## src/rtl/led_fade_if.sv

```systemverilog
// Control/status bundle between the LED fade sequencer and its host:
// mode button, enable, current mode, per-channel duty and PWM outputs.
interface led_fade_if #(
    parameter int unsigned CH = 4
) ();
    logic            mode_btn;
    logic            enable;
    logic [1:0]      mode;
    logic [CH*8-1:0] duty;
    logic [CH-1:0]   led;

    modport master (
        output mode_btn,
        output enable,
        input  mode,
        input  duty,
        input  led
    );

    modport slave (
        input  mode_btn,
        input  enable,
        output mode,
        output duty,
        output led
    );
endinterface

```

## src/rtl/led_fade_sequencer.sv

```systemverilog
// Multi-channel LED sequencer: OFF / STATIC / BREATHE / CHASE patterns
// cycled by a button, with per-channel 8-bit duty driving free-running PWM.
module led_fade_sequencer #(
    parameter int unsigned CH          = 4,
    parameter int unsigned STEP_DIV    = 390625,
    parameter int unsigned CHASE_STEPS = 64,
    parameter int unsigned STATIC_LVL  = 128
) (
    input  logic       clk,
    input  logic       rst_n,
    led_fade_if.slave  bus
);

    localparam int unsigned PW = (STEP_DIV > 1) ? $clog2(STEP_DIV) : 1;
    localparam int unsigned CW = (CHASE_STEPS > 1) ? $clog2(CHASE_STEPS) : 1;
    localparam int unsigned IW = (CH > 1) ? $clog2(CH) : 1;

    localparam logic [PW-1:0] PRE_LAST    = PW'(STEP_DIV - 1);
    localparam logic [CW-1:0] CNT_LAST    = CW'(CHASE_STEPS - 1);
    localparam logic [IW-1:0] IDX_LAST    = IW'(CH - 1);
    localparam logic [7:0]    STATIC_DUTY = 8'(STATIC_LVL);

    typedef enum logic [1:0] {
        ST_OFF     = 2'd0,
        ST_STATIC  = 2'd1,
        ST_BREATHE = 2'd2,
        ST_CHASE   = 2'd3
    } state_e;

    state_e          state_q, state_d;
    logic [PW-1:0]   pre_q, pre_d;
    logic [7:0]      ramp_q, ramp_d;
    logic            dir_dn_q, dir_dn_d;
    logic [IW-1:0]   idx_q, idx_d;
    logic [CW-1:0]   cnt_q, cnt_d;
    logic [7:0]      pwm_q, pwm_d;
    logic [CH*8-1:0] duty_q, duty_d;
    logic [CH-1:0]   led_q, led_d;
    logic            run_c;
    logic            tick_c;

    // State and datapath registers; reset clears everything without a clock.
    always_ff @(posedge clk or negedge rst_n) begin
        if (!rst_n) begin
            state_q  <= ST_OFF;
            pre_q    <= '0;
            ramp_q   <= '0;
            dir_dn_q <= 1'b0;
            idx_q    <= '0;
            cnt_q    <= '0;
            pwm_q    <= '0;
            duty_q   <= '0;
            led_q    <= '0;
        end else begin
            state_q  <= state_d;
            pre_q    <= pre_d;
            ramp_q   <= ramp_d;
            dir_dn_q <= dir_dn_d;
            idx_q    <= idx_d;
            cnt_q    <= cnt_d;
            pwm_q    <= pwm_d;
            duty_q   <= duty_d;
            led_q    <= led_d;
        end
    end

    // Next-state: a button press beats a coincident tick and resets the pattern.
    always_comb begin
        state_d  = state_q;
        pre_d    = pre_q;
        ramp_d   = ramp_q;
        dir_dn_d = dir_dn_q;
        idx_d    = idx_q;
        cnt_d    = cnt_q;
        pwm_d    = pwm_q + 8'd1;
        duty_d   = '0;
        led_d    = '0;

        run_c  = bus.enable && ((state_q == ST_BREATHE) || (state_q == ST_CHASE));
        tick_c = run_c && (pre_q == PRE_LAST);

        if (bus.mode_btn) begin
            case (state_q)
                ST_OFF:     state_d = ST_STATIC;
                ST_STATIC:  state_d = ST_BREATHE;
                ST_BREATHE: state_d = ST_CHASE;
                default:    state_d = ST_OFF;
            endcase
            pre_d    = '0;
            ramp_d   = '0;
            dir_dn_d = 1'b0;
            idx_d    = '0;
            cnt_d    = '0;
        end else if (run_c) begin
            pre_d = tick_c ? '0 : pre_q + PW'(1);
            if (tick_c && (state_q == ST_BREATHE)) begin
                // Triangle turns around at the ends without dwelling: 510 ticks per period.
                if (!dir_dn_q) begin
                    if (ramp_q == 8'hFF) begin
                        ramp_d   = 8'hFE;
                        dir_dn_d = 1'b1;
                    end else begin
                        ramp_d = ramp_q + 8'd1;
                    end
                end else begin
                    if (ramp_q == 8'h00) begin
                        ramp_d   = 8'h01;
                        dir_dn_d = 1'b0;
                    end else begin
                        ramp_d = ramp_q - 8'd1;
                    end
                end
            end else if (tick_c) begin
                if (cnt_q == CNT_LAST) begin
                    cnt_d = '0;
                    idx_d = (idx_q == IDX_LAST) ? '0 : idx_q + IW'(1);
                end else begin
                    cnt_d = cnt_q + CW'(1);
                end
            end
        end

        // Duty follows the next-state values so it lands on the same edge as the change.
        for (int i = 0; i < int'(CH); i++) begin
            case (state_d)
                ST_STATIC:  duty_d[8*i +: 8] = STATIC_DUTY;
                ST_BREATHE: duty_d[8*i +: 8] = ramp_d;
                ST_CHASE:   duty_d[8*i +: 8] = (idx_d == IW'(i)) ? 8'hFF : 8'h00;
                default:    duty_d[8*i +: 8] = 8'h00;
            endcase
            led_d[i] = bus.enable && (pwm_q < duty_q[8*i +: 8]);
        end
    end

    assign bus.mode = state_q;
    assign bus.duty = duty_q;
    assign bus.led  = led_q;

endmodule

```

## src/flat_wrapper.sv

```systemverilog
// flat-port wrapper written by rule: the top's interface ports become plain ports
module led_fade_sequencer_flat 
#(
    parameter int unsigned CH          = 4,
    parameter int unsigned STEP_DIV    = 390625,
    parameter int unsigned CHASE_STEPS = 64,
    parameter int unsigned STATIC_LVL  = 128
)
  (clk, rst_n, bus_mode_btn, bus_enable, bus_mode, bus_duty, bus_led);
  led_fade_if #(.CH(CH)) bus_i ();
  input  logic clk;
  input  logic rst_n;
  input wire logic [$bits(bus_i.mode_btn)-1:0] bus_mode_btn;
  input wire logic [$bits(bus_i.enable)-1:0] bus_enable;
  output wire logic [$bits(bus_i.mode)-1:0] bus_mode;
  output wire logic [$bits(bus_i.duty)-1:0] bus_duty;
  output wire logic [$bits(bus_i.led)-1:0] bus_led;
  assign bus_i.mode_btn = bus_mode_btn;
  assign bus_i.enable = bus_enable;
  assign bus_mode = bus_i.mode;
  assign bus_duty = bus_i.duty;
  assign bus_led = bus_i.led;
  led_fade_sequencer #(.CH(CH), .STEP_DIV(STEP_DIV), .CHASE_STEPS(CHASE_STEPS), .STATIC_LVL(STATIC_LVL)) u_core (.clk(clk), .rst_n(rst_n), .bus(bus_i));
endmodule
```

## config.mk

```make
export PLATFORM = sky130hd
export DESIGN_NAME = led_fade_sequencer_flat
export DESIGN_NICKNAME = d
export VERILOG_FILES = /design/src/rtl/led_fade_if.sv /design/src/rtl/led_fade_sequencer.sv /design/src/flat_wrapper.sv
export SDC_FILE = /design/constraint.sdc
export NUM_CORES = 1
export LEC_CHECK = 0
export ABC_AREA = 1
export BUFFER_PORTS_ARGS = -buffer_cell sky130_fd_sc_hd__buf_2
export CORE_ASPECT_RATIO = 0.9
export CORE_MARGIN = 2
export CORE_UTILIZATION = 25
export CTS_BUF_LIST = sky130_fd_sc_hd__clkbuf_4
export DETAILED_ROUTE_END_ITERATION = 6
export PLACE_DENSITY = 0.43
export REMOVE_ABC_BUFFERS = 1
export SYNTH_ARGS = -nofsm -noshare
export SYNTH_HDL_FRONTEND = slang
export SYNTH_SLANG_ARGS = --single-unit
```

## constraint.sdc

```tcl
create_clock -name clk -period 2 [get_ports clk]
set_clock_uncertainty 0.05 [all_clocks]
set_input_delay 0.4 -clock clk [delete_from_list [all_inputs] [get_ports clk]]
set_output_delay 0.4 -clock clk [all_outputs]
set_load 0.01 [all_outputs]
```

## Yosys cells after proc, flatten, opt, wreduce, memory -nomap -nowiden

Index checks and enable logic that the tools add are counted.

| cells by class | value |
|---|---|
| add/subtract/negate cells | 6 |
| order comparisons | 4 |
| eq/ne operators | 14 |
| muxes and demuxes | 36 |
| reductions and logical operators | 16 |

Operator list:

| kind | number |
|---|---|
| $pmux 8 s3 | 4 |
| $mux 8 | 10 |
| $mux 19 | 3 |
| $lt 8x8->1 | 4 |
| $mux 6 | 5 |
| $add 19x1->19 const B | 1 |
| $eq 19x19->1 const B | 1 |
| $add 8x1->8 const B | 2 |
| $eq 2x2->1 const B | 7 |
| $mux 2 | 7 |
| $eq 8x8->1 const B | 1 |
| $logic_not 8->1 | 1 |
| $sub 8x1->8 const B | 1 |
| $logic_and 1x1->1 | 7 |
| $add 6x1->6 const B | 1 |
| $eq 2x1->1 const B | 3 |
| $eq 6x6->1 const B | 1 |
| $mux 1 | 6 |
| $pmux 2 s3 | 1 |
| $reduce_bool 2->1 | 3 |
| $logic_not 2->1 | 2 |
| $reduce_and 3->1 | 1 |
| $add 2x1->2 const B | 1 |
| $ne 2x2->1 const B | 1 |
| 2 further kinds | 2 |

| word-level totals | value |
|---|---|
| bits in registers | 82 |
| bits of input ports | 4 |
| output and inout bits | 38 |
| word-level logic and storage cells | 85 |

## Longest topological paths before layout

Gate-level depths: netlist (run 1).

| depth | value |
|---|---|
| word-level depth | 11 |
| gate-level depth with buffers | 13 |
| depth with buffers taken out | 13 |

## Worst setup path after synthesis (run 1)

No wires, ideal clock.

| path | value |
|---|---|
| path kind | register to register |
| start point | register u_core.state_q[0] (netlist: u_core.bus.mode[0]) |
| end point | register u_core.duty_q[14] (netlist: u_core.bus.duty[14]) |
| setup time | 0.124 ns |
| arrival | 1.713 ns |
| data required time | 1.826 ns |
| setup slack | 0.113 ns |
| cell stages (with the launch flop) | 10 |
| period minus slack after synthesis | 1.887 ns |
| path through | dfrtp_1 -> inv_1 -> ha_1 -> o21ai_0 -> nor2_1 -> nand3_1 -> nor2_4 -> or2_2 -> nand4_1 -> nand2_1 |

| on the way | value |
|---|---|
| cells in the longest elaborated chain, start to end | 11 |

RTL lines:

| element | line | text |
|---|---|---|
| start, declared | led_fade_sequencer.sv:30 | `state_e state_q, state_d;` |
| start signal, assigned | led_fade_sequencer.sv:55 | `state_q <= state_d;` |
| $eq 2x2->1 (on tied branches) | led_fade_sequencer.sv:79, led_fade_sequencer.sv:83, led_fade_sequencer.sv:96 |  |
| $logic_or 1x1->1 | led_fade_sequencer.sv:79 | `run_c = bus.enable && ((state_q == ST_BREATHE) \|\| (state_q == ST_CHASE));` |
| $logic_and 1x1->1 | led_fade_sequencer.sv:79 |  |
| $logic_and 1x1->1 | led_fade_sequencer.sv:80 | `tick_c = run_c && (pre_q == PRE_LAST);` |
| $mux 2 or $logic_and 1x1->1 (tied branches) | led_fade_sequencer.sv:113, led_fade_sequencer.sv:96 |  |
| $mux 2 | led_fade_sequencer.sv:96 | `if (tick_c && (state_q == ST_BREATHE)) begin` |
| $mux 2 | led_fade_sequencer.sv:94 | `end else if (run_c) begin` |
| $mux 2 | led_fade_sequencer.sv:82 | `if (bus.mode_btn) begin` |
| $eq 2x1->1 | led_fade_sequencer.sv:128 | `ST_CHASE: duty_d[8*i +: 8] = (idx_d == IW'(i)) ? 8'hFF : 8'h00;` |
| $mux 8 | led_fade_sequencer.sv:128 |  |
| $pmux 8 s3 (*) | led_fade_sequencer.sv:125 | `case (state_d)` |
| net u_core.duty_d[14] | led_fade_sequencer.sv:37 | `logic [CH*8-1:0] duty_q, duty_d;` |
| end signal, assigned | led_fade_sequencer.sv:62 | `duty_q <= duty_d;` |
| end, declared | led_fade_sequencer.sv:37 |  |

Mark *: on every way through the listed nets, which the timed path passes. The rest lies on a longest branch.
A chain may end at the register's enable or synchronous reset.

## Final worst setup path (run 1)

| path | value |
|---|---|
| start point | register u_core.state_q[0] (netlist: u_core.bus.mode[0]) |
| end point | register u_core.duty_q[31] (netlist: u_core.bus.duty[31]) |

| on the way | value |
|---|---|
| cells in the longest elaborated chain, start to end | 11 |

RTL lines:

| element | line |
|---|---|
| $eq 2x2->1 (on tied branches) | led_fade_sequencer.sv:79, led_fade_sequencer.sv:83, led_fade_sequencer.sv:96 |
| $logic_or 1x1->1 | led_fade_sequencer.sv:79 |
| $logic_and 1x1->1 | led_fade_sequencer.sv:79 |
| $logic_and 1x1->1 | led_fade_sequencer.sv:80 |
| $mux 2 or $logic_and 1x1->1 (tied branches) | led_fade_sequencer.sv:113, led_fade_sequencer.sv:96 |
| $mux 2 | led_fade_sequencer.sv:96 |
| $mux 2 | led_fade_sequencer.sv:94 |
| $mux 2 | led_fade_sequencer.sv:82 |
| $eq 2x2->1 | led_fade_sequencer.sv:128 |
| $mux 8 | led_fade_sequencer.sv:128 |
| $pmux 8 s3 (*) | led_fade_sequencer.sv:125 |
| net u_core.duty_d[31] | led_fade_sequencer.sv:37 |

Marks and branches as above.

==> results.cfg, run 1 <==
[outcome]
status = finished clean

[place]
portBuffers = 41
hpwl_microns = 9900
gp_congestion = 0.880
placed_cell_area_sq_mm = 0.00545

[worst_setup_path]
path_max_fanout = 8
timing.critical_path.from_type = register
cp.required_ns = 2.34
end_kind = register
crit_arrival_ns = 2.30
critical_path_class = register to register

[power]
leakagePower_nw = 3.00
power_density_mw_per_mm2 = 688
peakVddDrop_uv = 222

[drt]
vias = 4049
routed_wirelength_microns = 12500
drt_iter0_drc = 170
routed_via_density = 4.46
ant_nets = 0
dr.pass1.iters = 4
wire_per_inst_microns = 13.8
drc = 0

[sta]
setup_violations = 0
fmax_mhz = 511
worstMarginPinSlew_ns = 0.423
hold_violations = 0
finalSetupTns_ns = 0
rsz0062_at_grt = true
relSlewSlack = 0.717
final_max_slew_viol_count = 0
finalCritPeriodShare = 0.978
layout_min_cycle_time_ns = 1.96

[die]
dieHeight_microns = 135
die_w_microns = 149
fp-row-count = 47
die_area_sq_mm = 0.0202
num_io_pins = 42
start_util = 0.257
core-area_sq_mm = 0.0185

[cells_and_area]
drive_gt1_frac = 0.236
final_cell_area_sq_mm = 0.00581
area_growth_pct = 22.1
nets = 699
nFillCells = 1971

[yosys]
ys_types = 35
synth_seq_cells = 82
yosysSeqAreaShare = 0.431
synth_warnings = 0
synth_top_cell_by_area = dfrtp_1
synth.top_cells.by_area = dfrtp_1 (43%), nand2_1 (10%), ha_1 (9.7%), inv_1 (6.5%), nor2_1 (4.1%)
yosys-top-cells-count = nand2_1 (128), inv_1 (83), dfrtp_1 (82)
yosysMostFrequentCell = nand2_1
synth-edff-count = 0
syn_area_sq_mm = 0.00476
syn_area_per_cell_sq_um = 8.27
synth_top_area_frac = 0.431
async_flop_share = 1.00
ys.flop_type = dfrtp_1
syn_inst = 576

[clock_network]
cts_tree = yes
cts-root-buf = clkbuf_4
clk_pin_slew_ns = 0.14
clock_latency_ns = 0.46
clock_path_buffers = 2
cts_max_level = 3
clkSinkCount = 82
cts_buffers = 9

[global_routing]
grt_max_degree = 32
grt_overflow = 0
grt_pass1_wl_microns = 20300
grtUsageTotal = 0.130
antenna_found_initial = 1
grt_pass1_vias = 3884

[hold_path]
hp-class = input port to register

[run]
maxCapViolations = 0
registers in the layout, indices dropped and copies added, names as in the netlist:
register,count
u_core.bus.duty,32
u_core.bus.led,4
u_core.bus.mode,2
u_core.cnt_q,6
u_core.dir_dn_q,1
u_core.idx_q,2
u_core.pre_q,19
u_core.pwm_q,8
u_core.ramp_q,8
cells by family (layout without fill, tap and decap cells):
family,count (synthesis),count (layout),synth area share
adder cells (fa/ha/maj),37,37,0.0972
AND/OR/NAND/NOR,273,273,0.276
AO/OA/AOI/OAI,76,76,0.0867
buffers and inverters,90,176,0.0757
other,0,1,0
flip-flops,82,82,0.431
XOR/XNOR,18,18,0.0331
path summary, 6_finish.rpt:
check | end | cells after the start | start | slack (ns)
max in group asynchronous | u_core.bus.mode[1]$_DFF_PN0_ | 3 | rst_n | 1.02
max | u_core.bus.duty[31]$_DFF_PN0_ | 11 | u_core.bus.mode[0]$_DFF_PN0_ | 0.04
min reg2reg | u_core.cnt_q[1]$_DFFE_PN0P_ | 2 | u_core.cnt_q[1]$_DFFE_PN0P_ | 0.50
max reg2reg | u_core.bus.duty[31]$_DFF_PN0_ | 11 | u_core.bus.mode[0]$_DFF_PN0_ | 0.04
min | u_core.bus.mode[0]$_DFF_PN0_ | 2 | bus_mode_btn | 0.26
min in group asynchronous | u_core.pre_q[3]$_DFFE_PN0P_ | 2 | rst_n | 0.34
placed cells by master (no fill, tap or decap), types with 25 or more instances in the layout:
cell and instances:
nand2_1 118, buf_4 33, buf_2 40, dfrtp_1 79
nor2_1 49, a21oi_1 27, o21ai_0 30, inv_1 76
ha_1 32, nand3_1 25
layout make-up:
type	count	area, sq um	share of cell area
diodes	1	2.50	0.000430
flip-flops and latches	82	2060	0.354
clock inverters	6	35.0	0.00603
well taps	245	307	0.0527
inverters	85	333	0.0572
multi-input cells	404	2520	0.434
repair buffers	76	489	0.0841
clock buffers	9	67.6	0.0116
per-layer routing:
layer,part of all wire,routed length (microns),up-vias,GRT usage
met5,0,0,-,0
met4,0.017,214,0,0.0481
met2,0.45,5620,90,0.198
met3,0.047,595,13,0.0260
li1,-,-,2041,-
met1,0.49,6120,1905,0.184
worst max-delay path, cell delays in order (launching register included):
cell and delay [ns]:
dfrtp_1 0.44, ha_2 0.24, nor2_4 0.05, nor2_4 0.12, nand2_2 0.07, nor2_4 0.18
nand3_4 0.12, nand2_2 0.10, nand3_4 0.14, nor2_8 0.17, nand2_4 0.10, nand3_1 0.09
power breakdown:
| group | internal (mW) | leakage (nW) | switching [mW] |
|---|---|---|---|
| combinational | 0.501 | 1.84 | 0.733 |
| sequential | 1.81 | 1.10 | 0.115 |
| clock | 0.239 | 0.0573 | 0.599 |
repair_timing:
item,CTS,global route
hold endpoints to repair,23,0
setup buffers,2,7
setup endpoints to repair,31,48
pin swaps,1,17
resized for setup,3,49
hold buffers,1,0
through the flow:
| stage | utilization | setup slack (ns) | power, mW | hold WS, ns | cells |
|---|---|---|---|---|---|
| after global placement | 0.294 | -0.0196 | 3.04 | 0.295 | 882 |
| after global routing | 0.314 | -0.0869 | 4.27 | 0.222 | 908 |
| after detailed placement | 0.294 | -0.0500 | 3.04 | 0.296 | 882 |
| after floorplan | - | 0.0938 | 2.53 | 0.0544 | 571 |
| after CTS | 0.302 | 0.00616 | 3.93 | 0.207 | 900 |
| final | 0.314 | 0.0448 | 4.00 | 0.256 | 908 |
(Power assumes the default switching activity.)
==> run 2: changes to the inputs <==
SLEW_MARGIN = 10   (was not set)
clock period = 2.03 ns   (was 2 ns; I/O delays follow)
==> run 2 against run 1 <==
Effect of this change: sequential share of layout area about the same; utilization hardly changed; worst hold slack gained 0.084 ns; count of clock-buffer cells in the layout increased by 1; non-clock buffer count down 2; maximum frequency up 2.0%; combinational power fell by 5%; critical path depth grew 1; clock power increased by 33%; design area hardly changed; flip-flop and latch count stayed put; total power up 4.5%; largest cell class unchanged; highest routed layer unchanged.
==> results.cfg, run 2 (synthesis results as in run 1) <==
[die]
num_io_pins = 42
die_w_microns = 149
start_util = 0.257
core-area_sq_mm = 0.0185
fp-row-count = 47
die_area_sq_mm = 0.0202
dieHeight_microns = 135

[clock_network]
clk_pin_slew_ns = 0.14
clkSinkCount = 82
clock_latency_ns = 0.46
cts_max_level = 3
cts_tree = yes
clock_path_buffers = 2
cts_buffers = 9
cts-root-buf = clkbuf_4

[sta]
rsz0062_at_grt = true
worstMarginPinSlew_ns = 0.419
final_max_slew_viol_count = 0
fmax_mhz = 522
relSlewSlack = 0.719
setup_violations = 0
finalSetupTns_ns = 0
whs_ns = 0.339
layout_min_cycle_time_ns = 1.92
hold_violations = 0
finalCritPeriodShare = 0.944

[worst_setup_path]
path_cells = inv_2 -> ha_4 -> nor2_2 -> nor2_4 -> nand2_2 -> nor2_4 -> nand3_2 -> nand2_2 -> nand3_4 -> nor2_8 -> nand2_4 -> nand3_1
end_kind = register
path_max_fanout = 8
crit_buf_inv = 1
slowest_stage = dfrtp_1
timing.critical_path.from_type = register
cp.required_ns = 2.35
cp-startpoint = u_core.bus.mode[0]$_DFF_PN0_
crit_arrival_ns = 2.24
cpPeakStageDelay_ns = 0.45
critical_path_class = register to register
path_delay_family = simple AND/OR/NAND/NOR gates
r2r-start = u_core.bus.mode[0]$_DFF_PN0_

[cells_and_area]
final_cell_mix = nand2_1 (126), dfrtp_1 (79), inv_1 (78), nor2_1 (50), buf_2 (40)
area_growth_pct = 22.0
nets = 697
final_common_cell = nand2_1
nFillCells = 1976
final_core_util = 0.314
multi_input_area_sq_mm = 0.00247
layout.cells.non_filler = 907
drive_gt1_frac = 0.215
largest_register_ffs = 32
seqCellArea_sq_mm = 0.00206

[global_routing]
antenna_found_initial = 1
grt_max_degree = 45
grt_pass1_vias = 3879
grtUsageTotal = 0.132
grt_pass1_wl_microns = 20500
grt_overflow = 0

[outcome]
status = finished clean

[drt]
routed_via_density = 4.41
ant_nets = 0
dr.pass1.iters = 5
drt_iter0_drc = 179
routed_wirelength_microns = 12700
drc = 0
vias = 3999
wire_per_inst_microns = 14.0

[power]
leakagePower_nw = 3.02
p_total_mw = 4.18
peakVddDrop_uv = 185
power_density_mw_per_mm2 = 720

[place]
dp_cells = 882
hpwl_microns = 10000
gp_congestion = 0.891
portBuffers = 41

[hold_path]
hp-class = input port to async pin

[run]
maxCapViolations = 0
run 2: changes by cell type in the layout (fill, tap and decap cells not counted), moves of 3 or more:
cell	previous run	this run
nand2_2	15	10
nand2_4	5	2
clkinv_2	4	0
nand2_1	118	126
run 2: routing by layer:
| layer | up-vias | track usage | part of all wire |
|---|---|---|---|
| met1 | 1870 | 0.189 | 0.50 |
| met2 | 79 | 0.200 | 0.44 |
| met3 | 11 | 0.0260 | 0.046 |
| met4 | 0 | 0.0397 | 0.011 |
| met5 | - | 0 | 0 |
| li1 | 2039 | - | - |
run 2: repair_timing:
action | CTS | global route
gates cloned | 0 | 0
hold buffers | 1 | 0
endpoints found under the setup margin | 15 | 47
endpoints found under the hold margin | 22 | 0
pin swaps | 0 | 16
buffers inserted | 0 | 7
gates resized for setup | 4 | 30
run 2: worst paths after layout:
check	cells after the start	slack (ns)	end
setup / recovery	12	0.11	u_core.bus.duty[15]$_DFF_PN0_
hold / removal	2	0.34	u_core.pre_q[18]$_DFFE_PN0P_
setup reg to reg	12	0.11	u_core.bus.duty[15]$_DFF_PN0_
hold reg to reg	2	0.48	u_core.cnt_q[1]$_DFFE_PN0P_
max in group asynchronous	3	1.02	u_core.bus.mode[1]$_DFF_PN0_
min in group clk	3	0.34	u_core.bus.mode[0]$_DFF_PN0_
run 2: area by class of cell:
type                    instances  share of cell area
clock inverters                 6              0.0155
clock buffers                  10              0.0129
repair buffers                 74              0.0831
multi-input cells             404               0.424
diodes                          1            0.000431
inverters                      85              0.0573
flip-flops and latches         82               0.354
well taps                     245              0.0527
run 2: where the power goes:
group	internal, mW	switching, mW	total (mW)
clock	0.518	0.598	1.12
combinational	0.456	0.718	1.17
sequential	1.79	0.106	1.89
total	2.76	1.42	4.18
run 2: worst register-to-register path: stages (launching register included):
cell and delay, ns:
dfrtp_1 0.45, inv_2 0.09, ha_4 0.16, nor2_2 0.06, nor2_4 0.11, nand2_2 0.07, nor2_4 0.16, nand3_2 0.13
nand2_2 0.10, nand3_4 0.13, nor2_8 0.17, nand2_4 0.10, nand3_1 0.09
run 2: through the flow:
step	setup WS (ns)	cell area (sq um)
global route	-0.0402	5810
finish	0.113	5810
floorplan	0.124	4730
detailed placement	-0.0515	5450
global placement	-0.0922	5450
CTS	0.00314	5640
